[src/rtl/knight_pkg.sv]
// Shared types and constants for the knight's tour checker.
// Holds the checker state enum, error classes, the knight move table and the default board size.
// Combinational definitions only; no latency or flow-control behaviour lives here.
package knight_pkg;

  localparam int DIM_DEFAULT = 5;

  typedef enum logic [1:0] {
    ST_IDLE = 2'd0,
    ST_RUN  = 2'd1,
    ST_PASS = 2'd2,
    ST_FAIL = 2'd3
  } state_e;

  typedef enum logic [2:0] {
    ERR_NONE         = 3'd0,
    ERR_OFF_BOARD    = 3'd1,
    ERR_ILLEGAL_MOVE = 3'd2,
    ERR_REVISIT      = 3'd3,
    ERR_NOT_CLOSED   = 3'd4
  } err_e;

  // The eight (dx, dy) displacements a knight can make, at 6-bit signed width
  // so differences of 5-bit coordinates never wrap.
  localparam int NUM_MOVES = 8;
  localparam logic signed [5:0] MOVE_DX [NUM_MOVES] =
    '{6'sd1, 6'sd2, 6'sd2, 6'sd1, -6'sd1, -6'sd2, -6'sd2, -6'sd1};
  localparam logic signed [5:0] MOVE_DY [NUM_MOVES] =
    '{6'sd2, 6'sd1, -6'sd1, -6'sd2, -6'sd2, -6'sd1, 6'sd1, 6'sd2};

endpackage

[src/rtl/knight_move_check.sv]
// Purpose: flags whether square b is one knight move away from square a.
// Latency: purely combinational, zero cycles.
// Backpressure: none; output follows inputs continuously.
module knight_move_check (
  input  logic [4:0] a_x,
  input  logic [4:0] a_y,
  input  logic [4:0] b_x,
  input  logic [4:0] b_y,
  output logic       legal
);
  import knight_pkg::*;

  logic signed [5:0] dx;
  logic signed [5:0] dy;

  // Signed displacement from a to b, matched against the move table
  always_comb begin
    dx    = $signed({1'b0, b_x}) - $signed({1'b0, a_x});
    dy    = $signed({1'b0, b_y}) - $signed({1'b0, a_y});
    legal = 1'b0;
    for (int i = 0; i < NUM_MOVES; i++) begin
      if ((dx == MOVE_DX[i]) && (dy == MOVE_DY[i])) begin
        legal = 1'b1;
      end
    end
  end

endmodule

[config.mk]
export PLATFORM = sky130hd
export DESIGN_NAME = knight_move_check
export DESIGN_NICKNAME = d
export VERILOG_FILES = /design/src/rtl/knight_pkg.sv /design/src/rtl/knight_move_check.sv
export SDC_FILE = /design/constraint.sdc
export NUM_CORES = 1
export LEC_CHECK = 0
export ABC_AREA = 1
export CORE_AREA = 3 3 40 42
export DETAILED_ROUTE_END_ITERATION = 16
export DIE_AREA = 0 0 43 45
export PLACE_DENSITY = 0.87
export SYNTH_ARGS = -nofsm -noshare
export SYNTH_HDL_FRONTEND = slang
export SYNTH_SLANG_ARGS = --single-unit
export TNS_END_PERCENT = 50
[constraint.sdc]
create_clock -name vclk -period 3
set_input_delay 0.3 -clock vclk [all_inputs]
set_output_delay 0.3 -clock vclk [all_outputs]
set_load 0.03 [all_outputs]
==> impl_results.md, run 1 <==
* Vias in the first global route at 639
* Mapped cell area at 609 sq um
* Die Y at 45 um
* Placement row count at 13
* Post-layout min period at 2.56 ns
* RSZ-0062 raised after global routing: no
* Met3 wire length at 73 um
* FMAX at 0.390 GHz
* Cts hold-fix bufs at 0
* Vias per cell at 4.81
* Setup tns final at 0 ns
* CLK BUF at 0
* # nets final at 173
* Initial antenna violation count at 0
* Maximum vdd drop at 84.1 uV
* Mean post-synth cell area at 5.16 sq um
* Hold Path Depth at 8
* Most common cell in the synthesized netlist: nand2_1
* Syn nets at 150
* Remaining DRCs at 0
* Vias at 741
* Max Slew Vio Count at 0
* Multi-input gate area at 504 sq um
* Sequential Area at 0 sq um
* Final setup fails at 0
* Static leakage at 0.501 nW
* Switch Pwr at 74.0 uW
* Synth top area share at 26.5%
* Worst EP arrival at 2.26 ns
* Largest net degree at the start of global routing at 7
* M1 WL at 594 um
* Share of cells above drive strength 1 at 2.88%
* Ys Warns at 0
* Place WS at 0.418 ns
* Internal power at 67.2 uW
* Sequential power share at 0%
* Final GP Congestion at 0.750
* Clock power frac at 0%
* IO Port Bufs at 21
* Combinational share of power at 100.0%
* IO Pins at 21
* Post-DP HPWL at 1200 um
* Rel. slew slack at 85.0%
* Setup crit end kind: primary output
* Cells after Synth at 118
* Total gr overflow at 0
* Layout fillers at 130
* Post-synth top cells: nand2_1 (43), inv_1 (27), nand3_1 (13), nor2_1 (13), ha_1 (10)
* First-pass GRT wire length at 2210 um
* Slew @ Worst Pin at 0.225 ns
* Die W at 43 um
* Switching Share at 52.4%
* Hold Startpoint: b_x[0]
* Crit Path Category: primary input to primary output
* DRT Pass-1 Iters at 4
* Synth top area cells: nand2_1 (26%), ha_1 (21%), inv_1 (17%)
* Tcrit/Tclk final at 85.5%
* Hold Path Sink: legal
* Diodes inserted at 0
* Wirelength per Cell at 8.39 um
* Crit-path max FO at 2
* Pwr dens at 169 nW/um^2
* Netlist cell types at 15
* FFs & Latches at 0
* DR iter-0 viols at 4
* Antenna-violating nets left at 0
* Power, Total at 141 uW
* Worst Path Required at 2.70 ns
* Area leader, netlist: nand2_1
* Initial Utilization at 47.4%
* Total GRT Usage at 13.7%
* Register area share after synthesis at 0%
* PnR worst setup slack at 0.436 ns
* Status: completed
* Max layer used: met4
* Final Hold Viols at 0
* Critical path launch point type: primary input
* Die area at 1940 sq um
* Cts repair resizes at 0
* Max-Cap Viols at 0
* Total Wirelength at 1290 um
* Post-CTS setup buffers at 0
* Area grow syn2layout at 37.2%
* DR WL met2 at 615 um
* Core area at 1280 sq um
* Worst min-delay path category: primary input to primary output
-- placed cells by master, fill, tap and decap left out, drive strengths merged --
cell type	count
nand4	1
clkdlybuf4s50	20
and2	1
nor3	1
nand3b	2
buf	1
inv	28
xor2	1
ha	10
nand2	43
fa	2
a21oi	3
nor2	13
nand3	13
-- layout make-up --
class / instances / area share [%]
inverters: 28 / 12.6
multi-input cells: 90 / 60.3
well taps: 15 / 2.25
repair buffers: 21 / 24.9
-- power groups by stage --
| stage | registers, mW | clock network (mW) | logic, mW |
|---|---|---|---|
| after global routing | 0 | 0 | 0.162 |
| after global placement | 0 | 0 | 0.136 |
| after detailed placement | 0 | 0 | 0.141 |
| final | 0 | 0 | 0.141 |
| after CTS | 0 | 0 | 0.142 |
| after floorplan | 0 | 0 | 0.0957 |
-- worst max-delay path by stage --
| stage | startpoint | to | cells after the start |
|---|---|---|---|
| final | a_y[0] | legal | 12 |
| after detailed placement | a_y[0] | legal | 12 |
| after floorplan | b_y[0] | legal | 11 |
| after global placement | a_y[0] | legal | 12 |
| after global routing | b_x[0] | legal | 15 |
| after CTS | a_y[0] | legal | 12 |
-- through the flow --
| step | cells | instance area, sq um | utilization [%] | hold slack [ns] |
|---|---|---|---|---|
| 6_report | 154 | 836 | 65.0 | 1.60 |
| 5_1_grt | 154 | 836 | 65.0 | 1.67 |
| 4_1_cts | 154 | 836 | 65.0 | 1.62 |
| 3_5_place_dp | 154 | 836 | 65.0 | 1.61 |
| 3_3_place_gp | 154 | 836 | 65.0 | 1.59 |
| 2_1_floorplan | 118 | 609 | - | 1.10 |
-- critical path, stage by stage --
cell             delay (ns)
clkdlybuf4s50_1        0.46
ha_1                   0.17
inv_1                  0.08
fa_1                   0.40
xor2_1                 0.25
nand3_1                0.13
nor2_1                 0.10
nand2_1                0.05
nand2_1                0.06
nand2_1                0.05
nand2_1                0.05
buf_4                  0.15
-- cells by family after synthesis --
group	count (synthesis)	share of synthesized area [%]
AO/OA/AOI/OAI	3	3.08
XOR/XNOR	1	1.44
adder cells (fa/ha/maj)	12	27.1
buffers and inverters	28	17.2
AND/OR/NAND/NOR	74	51.1
-- routing by layer --
layer	vias to the layer above	track usage, %
met1	319	15.4
met5	-	0
met2	18	29.0
met3	2	0.398
li1	402	-
met4	0	1.81
No activity file was read; power rests on OpenSTA's default activity.
==> run 2, diff against run 1 <==
ABC_AREA = unset   (was 1)
PLACE_DENSITY = 0.76   (was 0.87)
clock period = 2.36 ns   (was 3 ns; I/O delays follow)
==> run 2 against run 1 <==
Die area stayed put. The flow now finishes with violations (setup timing). Design area grew 12%. Synthesized cell count decreased by 47%. First-iteration DRC count is 75% lower. Global-route usage is 0.75 points lower. Flip-flop and latch count unchanged. Worst setup slack got worse by 0.48 ns. Combinational power is 71% higher.
==> impl_results.md, run 2 <==
* Status: complete, but fails checks (was completed)
* Failing checks: setup timing
* Die Y at 45 um (unchanged)
* # nets final at 131 (was 173)
* Largest stage delay on the critical path at 0.45 ns (was 0.46 ns)
* Netlist cell types at 21 (was 15)
* Diodes inserted at 0 (unchanged)
* Placement row count at 13 (unchanged)
* Core area at 1280 sq um (unchanged)
* Family with the most delay on the worst path: buffers and inverters (unchanged)
* Final core occ at 73.0% (was 65.0%)
* Pwr dens at 256 nW/um^2 (was 169 nW/um^2)
* Remaining DRCs at 0 (unchanged)
* Static leakage at 0.451 nW (was 0.501 nW)
* Die area at 1940 sq um (unchanged)
* Final GP Congestion at 0.737 (was 0.750)
* Post-DP HPWL at 995 um (was 1200 um)
* Mean post-synth cell area at 7.57 sq um (was 5.16 sq um)
* Switching Share at 44.7% (was 52.4%)
* Clock power frac at 0% (about the same)
* Synth top area share at 26.2% (was 26.5%)
* Worst Path Required at 2.12 ns (was 2.70 ns)
* FFs & Latches at 0 (unchanged)
* IO Pins at 21 (unchanged)
* Vias at 558 (was 741)
* Post-layout min period at 2.41 ns
* Total gr overflow at 0 (unchanged)
* Register area share after synthesis at 0% (unchanged)
* Initial antenna violation count at 0 (unchanged)
* Post-CTS setup buffers at 0 (unchanged)
* Critical path launch point type: primary input (unchanged)
* Vias in the first global route at 546 (was 639)
* Most common cell in the synthesized netlist: inv_1 (was nand2_1)
* Total Wirelength at 1290 um (about the same)
* Sequential power share at 0% (about the same)
* Final setup fails at 1 (was 0)
* Slew @ Worst Pin at 0.326 ns (was 0.225 ns)
* Worst min-delay path category: primary input to primary output (unchanged)
* Worst EP arrival at 2.17 ns (was 2.26 ns)
* Vias per cell at 4.98 (was 4.81)
* Commonest non-fill, non-tap cell in the layout: buf_4 (was nand2_1)
* Cells after Synth at 63 (was 118)
* Switch Pwr at 108 uW (was 74.0 uW)
* Initial Utilization at 37.1% (was 47.4%)
* Max-Cap Viols at 0 (unchanged)
* Worst Path Buf+Inv at 3 (unchanged)
* Tcrit/Tclk final at 102%
* Synth top area cells: ha_1 (26%), inv_1 (11%), fa_1 (8.4%) (was nand2_1 (26%), ha_1 (21%), inv_1 (17%))
* Leading cell types in the layout, fill and taps excluded: buf_4 (13), clkdlybuf4s50_1 (8), inv_1 (6), inv_2 (6) (was nand2_1 (43), inv_1 (27), clkdlybuf4s50_1 (20), nand3_1 (13), nor2_1 (13))
* Share of cells above drive strength 1 at 47.4% (was 2.88%)
* Antenna-violating nets left at 0 (unchanged)
* Layout fillers at 97 (was 130)
* Critical Path, Cell by Cell: clkdlybuf4s50_1 -> inv_1 -> ha_1 -> a21oi_2 -> xor2_2 -> nor4_4 -> o2111ai_2 -> a221oi_4 -> buf_6 (was clkdlybuf4s50_1 -> ha_1 -> inv_1 -> fa_1 -> xor2_1 -> nand3_1 -> nor2_1 -> nand2_1 -> nand2_1 -> nand2_1 -> nand2_1 -> buf_4)
* DR iter-0 viols at 1 (was 4)
* Area leader, netlist: ha_1 (was nand2_1)
* Die W at 43 um (unchanged)
* Total GRT Usage at 13.0% (was 13.7%)
* Area grow syn2layout at 96.9% (was 37.2%)
* Syn nets at 95 (was 150)
* Ys Warns at 0 (unchanged)
* Rel. slew slack at 78.1% (was 85.0%)
* First-pass GRT wire length at 1990 um (was 2210 um)
* Crit Path Category: primary input to primary output (unchanged)
* DRT Pass-1 Iters at 4 (unchanged)
* Cts hold-fix bufs at 0 (unchanged)
* Maximum vdd drop at 113 uV (was 84.1 uV)
* PnR worst setup slack at -0.0457 ns (was 0.436 ns)
* Internal power at 133 uW (was 67.2 uW)
* Wirelength per Cell at 11.6 um (was 8.39 um)
* FMAX at 0.416 GHz
* Largest net degree at the start of global routing at 5 (was 7)
* Worst path slowest cell: clkdlybuf4s50_1 (unchanged)
* Sequential Area at 0 sq um (unchanged)
* CLK BUF at 0 (unchanged)
* Mapped cell area at 477 sq um (was 609 sq um)
* Setup crit end kind: primary output (unchanged)
* Power, Total at 241 uW (was 141 uW)
* Final Hold Viols at 0 (unchanged)
* Crit-path max FO at 3 (was 2)
* Post-synth top cells: inv_1 (14), ha_1 (10), a21oi_1 (4), nor3_1 (4), xnor2_1 (4) (was nand2_1 (43), inv_1 (27), nand3_1 (13), nor2_1 (13), ha_1 (10))
* RSZ-0062 raised after global routing: yes (was no)
* Max Slew Vio Count at 0 (unchanged)
* IO Port Bufs at 21 (unchanged)
* Combinational share of power at 100.0% (about the same)
## run 2: logic make-up after synthesis
group | Yosys count | share of synthesized area, %
compound gates | 18 | 27.0
buf+inv | 14 | 11.0
simple gates | 13 | 16.3
fa+ha+maj | 12 | 34.6
xor+xnor | 6 | 11.0
## run 2: path summary, 6_finish.rpt
| check | startpoint | end | slack [ns] | cells after the start |
|---|---|---|---|---|
| worst max-delay path | a_x[3] | legal | -0.05 | 9 |
| worst min-delay path | a_y[0] | legal | 1.05 | 6 |
## run 2: what timing repair did
item	4_1_cts	5_1_grt
gates resized for setup	32	21
pin swaps	15	18
setup endpoints to repair	1	1
cloned	0	0
## run 2: layout make-up
type                       count  area, sq um  area share (%)
inverter                      14         57.6            6.13
tap                           15         18.8            2.00
multi-input combinational     49          557            59.3
timing repair buffer          34          305            32.5
## run 2: metrics by stage
step / setup slack [ns] / hold WS (ns) / instance area, sq um / setup TNS (ns) / std cells
after detailed placement: -0.476 / 1.42 / 818 / -0.476 / 112
after global routing: -0.146 / 1.08 / 938 / -0.146 / 112
final: -0.0457 / 1.05 / 938 / -0.0457 / 112
after floorplan: 0.0122 / 0.817 / 494 / 0 / 63
after CTS: -0.260 / 1.06 / 857 / -0.260 / 112
after global placement: -0.473 / 1.42 / 818 / -0.473 / 112
## run 2: per-layer routing
| metal | vias to the layer above | wire length, um | track usage [%] |
|---|---|---|---|
| met3 | 0 | 54 | 0.398 |
| met5 | - | 0 | 0 |
| met1 | 254 | 424 | 12.5 |
| met4 | 0 | 0 | 3.61 |
| met2 | 16 | 814 | 29.0 |
| li1 | 288 | - | - |
## run 2: power groups by stage
| stage | clock, mW | sequential (mW) | combinational [mW] |
|---|---|---|---|
| 4_1_cts | 0 | 0 | 0.213 |
| 3_5_place_dp | 0 | 0 | 0.202 |
| 2_1_floorplan | 0 | 0 | 0.112 |
| 5_1_grt | 0 | 0 | 0.265 |
| 3_3_place_gp | 0 | 0 | 0.198 |
| 6_report | 0 | 0 | 0.241 |
## run 2: worst min-delay path: cells and delay by family
| family | cells | cell delay, ns |
|---|---|---|
| AND/OR/NAND/NOR | 1 | 0.05 |
| buffers and inverters | 2 | 0.25 |
| AO/OA/AOI/OAI | 2 | 0.15 |
| adder cells (fa/ha/maj) | 1 | 0.14 |
==> run 3, diff against run 2 <==
CELL_PAD_IN_SITES_DETAIL_PLACEMENT = 2   (was unset)
CELL_PAD_IN_SITES_GLOBAL_PLACEMENT = 2   (was unset)
CORE_AREA = unset   (was 3 3 40 42)
CORE_MARGIN = 3   (was unset)
CORE_UTILIZATION = 24   (was unset)
DIE_AREA = unset   (was 0 0 43 45)
PLACE_DENSITY = 0.91   (was 0.76)
==> run 3 against run 2 <==
The flow still finishes with violations (setup timing). Global-route usage rose by 7.5 points. First-iteration DRC count rose by 100%. Non-clock buffer count rose by 3. Utilization fell by 15 points. Sequential share of layout area did not move. Hold slack improved by 0.053 ns. Clock-buffer cell count did not move. Worst setup slack got worse by 0.20 ns. Wire length rose by 120%. Maximum frequency fell by 7.6%. Critical path type unchanged. Largest power group unchanged.
==> impl_results.md, run 3 (synthesis gave the netlist of run 2 again) <==
* Max layer used: met4 (was met3)
* Hold Path Sink: legal (unchanged)
* Power, Total at 320 uW (was 241 uW)
* Worst Path Required at 2.12 ns (about the same)
* Initial antenna violation count at 0 (unchanged)
* Final Hold Viols at 0 (unchanged)
* Crit Path Category: primary input to primary output (unchanged)
* Die Y at 50.6 um (was 45 um)
* M1 WL at 1000 um (was 424 um)
* Max Slew Vio Count at 0 (unchanged)
* PnR worst setup slack at -0.245 ns (was -0.0457 ns)
* Leading cell types in the layout, fill and taps excluded: buf_4 (15), clkdlybuf4s50_1 (10), inv_1 (7), inv_2 (6), ha_4 (6) (was buf_4 (13), clkdlybuf4s50_1 (8), inv_1 (6), inv_2 (6))
* Pwr dens at 305 nW/um^2 (was 256 nW/um^2)
* Sequential Area at 0 sq um (unchanged)
* Total gr overflow at 0 (unchanged)
* Vias at 641 (was 558)
* Worst min-delay path category: primary input to primary output (unchanged)
* IO Pins at 21 (unchanged)
* FFs & Latches at 0 (unchanged)
* CLK BUF at 0 (unchanged)
* Placement row count at 15 (was 13)
* Slew @ Worst Pin at 0.492 ns (was 0.326 ns)
* Multi-input gate area at 638 sq um (was 557 sq um)
* Total Wirelength at 2790 um (was 1290 um)
* Die W at 50.6 um (was 43 um)
* Static leakage at 0.475 nW (was 0.451 nW)
* First-pass GRT wire length at 3910 um (was 1990 um)
* Failing checks: setup timing (unchanged)
* Remaining DRCs at 0 (unchanged)
* Area grow syn2layout at 120% (was 96.9%)
* Largest net degree at the start of global routing at 5 (unchanged)
* Diodes inserted at 0 (unchanged)
* Final GP Congestion at 0.716 (was 0.737)
* Max-Cap Viols at 0 (unchanged)
* Initial Utilization at 26.5% (was 37.1%)
* Rel. slew slack at 67.0% (was 78.1%)
* RSZ-0062 raised after global routing: yes (unchanged)
* Hold Startpoint: a_y[0] (unchanged)
* Crit-path max FO at 2 (was 3)
* Placed Cells at 123 (was 112)
* FMAX at 0.384 GHz (was 0.416 GHz)
* Hold Path Depth at 5 (was 6)
* Critical path launch point type: primary input (unchanged)
* Maximum vdd drop at 146 uV (was 113 uV)
* Wirelength per Cell at 22.3 um (was 11.6 um)
* Vias per cell at 5.13 (was 4.98)
* DR iter-0 viols at 2 (was 1)
* Antenna-violating nets left at 0 (unchanged)
* Critical Path, Cell by Cell: dlygate4sd2_1 -> inv_2 -> fa_2 -> a21o_1 -> a21oi_2 -> xor2_2 -> nor4_4 -> o2111ai_2 -> a221oi_4 -> buf_6 (was clkdlybuf4s50_1 -> inv_1 -> ha_1 -> a21oi_2 -> xor2_2 -> nor4_4 -> o2111ai_2 -> a221oi_4 -> buf_6)
* Worst EP arrival at 2.37 ns (was 2.17 ns)
* # nets final at 134 (was 131)
* Worst path slowest cell: fa_2 (was clkdlybuf4s50_1)
* Place WS at -0.656 ns (was -0.476 ns)
* Largest stage delay on the critical path at 0.41 ns (was 0.45 ns)
* DR WL met2 at 1590 um (was 814 um)
* Status: complete, but fails checks (unchanged)
* Setup crit end kind: primary output (unchanged)
* Met3 wire length at 115 um (was 54 um)
* Final std cells w/o fill at 125 (was 112)
* Hold slack at 1.10 ns (was 1.05 ns)
* Layout fillers at 185 (was 97)
* Final setup fails at 1 (unchanged)
* Core area at 1800 sq um (was 1280 sq um)
* Commonest non-fill, non-tap cell in the layout: buf_4 (unchanged)
* Share of cells above drive strength 1 at 55.0% (was 47.4%)
* Die area at 2560 sq um (was 1940 sq um)
* Total GRT Usage at 20.5% (was 13.0%)
* Post-DP HPWL at 1760 um (was 995 um)
* DRT Pass-1 Iters at 4 (unchanged)
* Final core occ at 58.3% (was 73.0%)
* Cts hold-fix bufs at 0 (unchanged)
* Post-layout min period at 2.60 ns (was 2.41 ns)
* Tcrit/Tclk final at 110% (was 102%)
* IO Port Bufs at 21 (unchanged)
* Vias in the first global route at 755 (was 546)
==> run 3: layout make-up <==
class	instances	share of cell area, %
inverter	14	5.24
multi-input combinational	49	60.8
tap	25	2.98
timing repair buffer	37	31.0
==> run 3: where the power goes <==
part           internal [mW]  switching, mW
combinational          0.159          0.161
clock                      0              0
sequential                 0              0
total                  0.159          0.161
==> run 3: worst max path at each step <==
stage                 from     to
global placement    a_x[0]  legal
global route        a_x[1]  legal
detailed placement  b_y[0]  legal
CTS                 b_x[0]  legal
finish              a_x[1]  legal
floorplan           b_x[0]  legal
==> run 3: metrics by stage <==
step / setup TNS, ns / cell area, sq um
final: -0.245 / 1050
after global routing: -0.363 / 1050
after CTS: -0.295 / 946
after floorplan: 0 / 494
after global placement: -0.519 / 838
after detailed placement: -0.656 / 838
==> run 3: critical path, delay by kind of cell <==
| kind | cells | cell delay (ns) |
|---|---|---|
| and+or+nand+nor | 1 | 0.22 |
| adders and majority gates | 1 | 0.41 |
| xor gates and xnor gates | 1 | 0.12 |
| AOI/OAI and AO/OA | 4 | 0.90 |
| buffers and inverters | 3 | 0.49 |
==> run 3: per-layer routing <==
metal  vias up  GRT usage, %
met4         0          2.24
met2        29          46.1
met3         8         0.890
met1       309          20.0
met5         -             0
li1        295             -
==> run 3: repair_timing <==
action	in CTS	in global routing
pin swaps	14	16
resized for setup	37	24
setup endpoints to repair	1	1
setup buffers	2	0
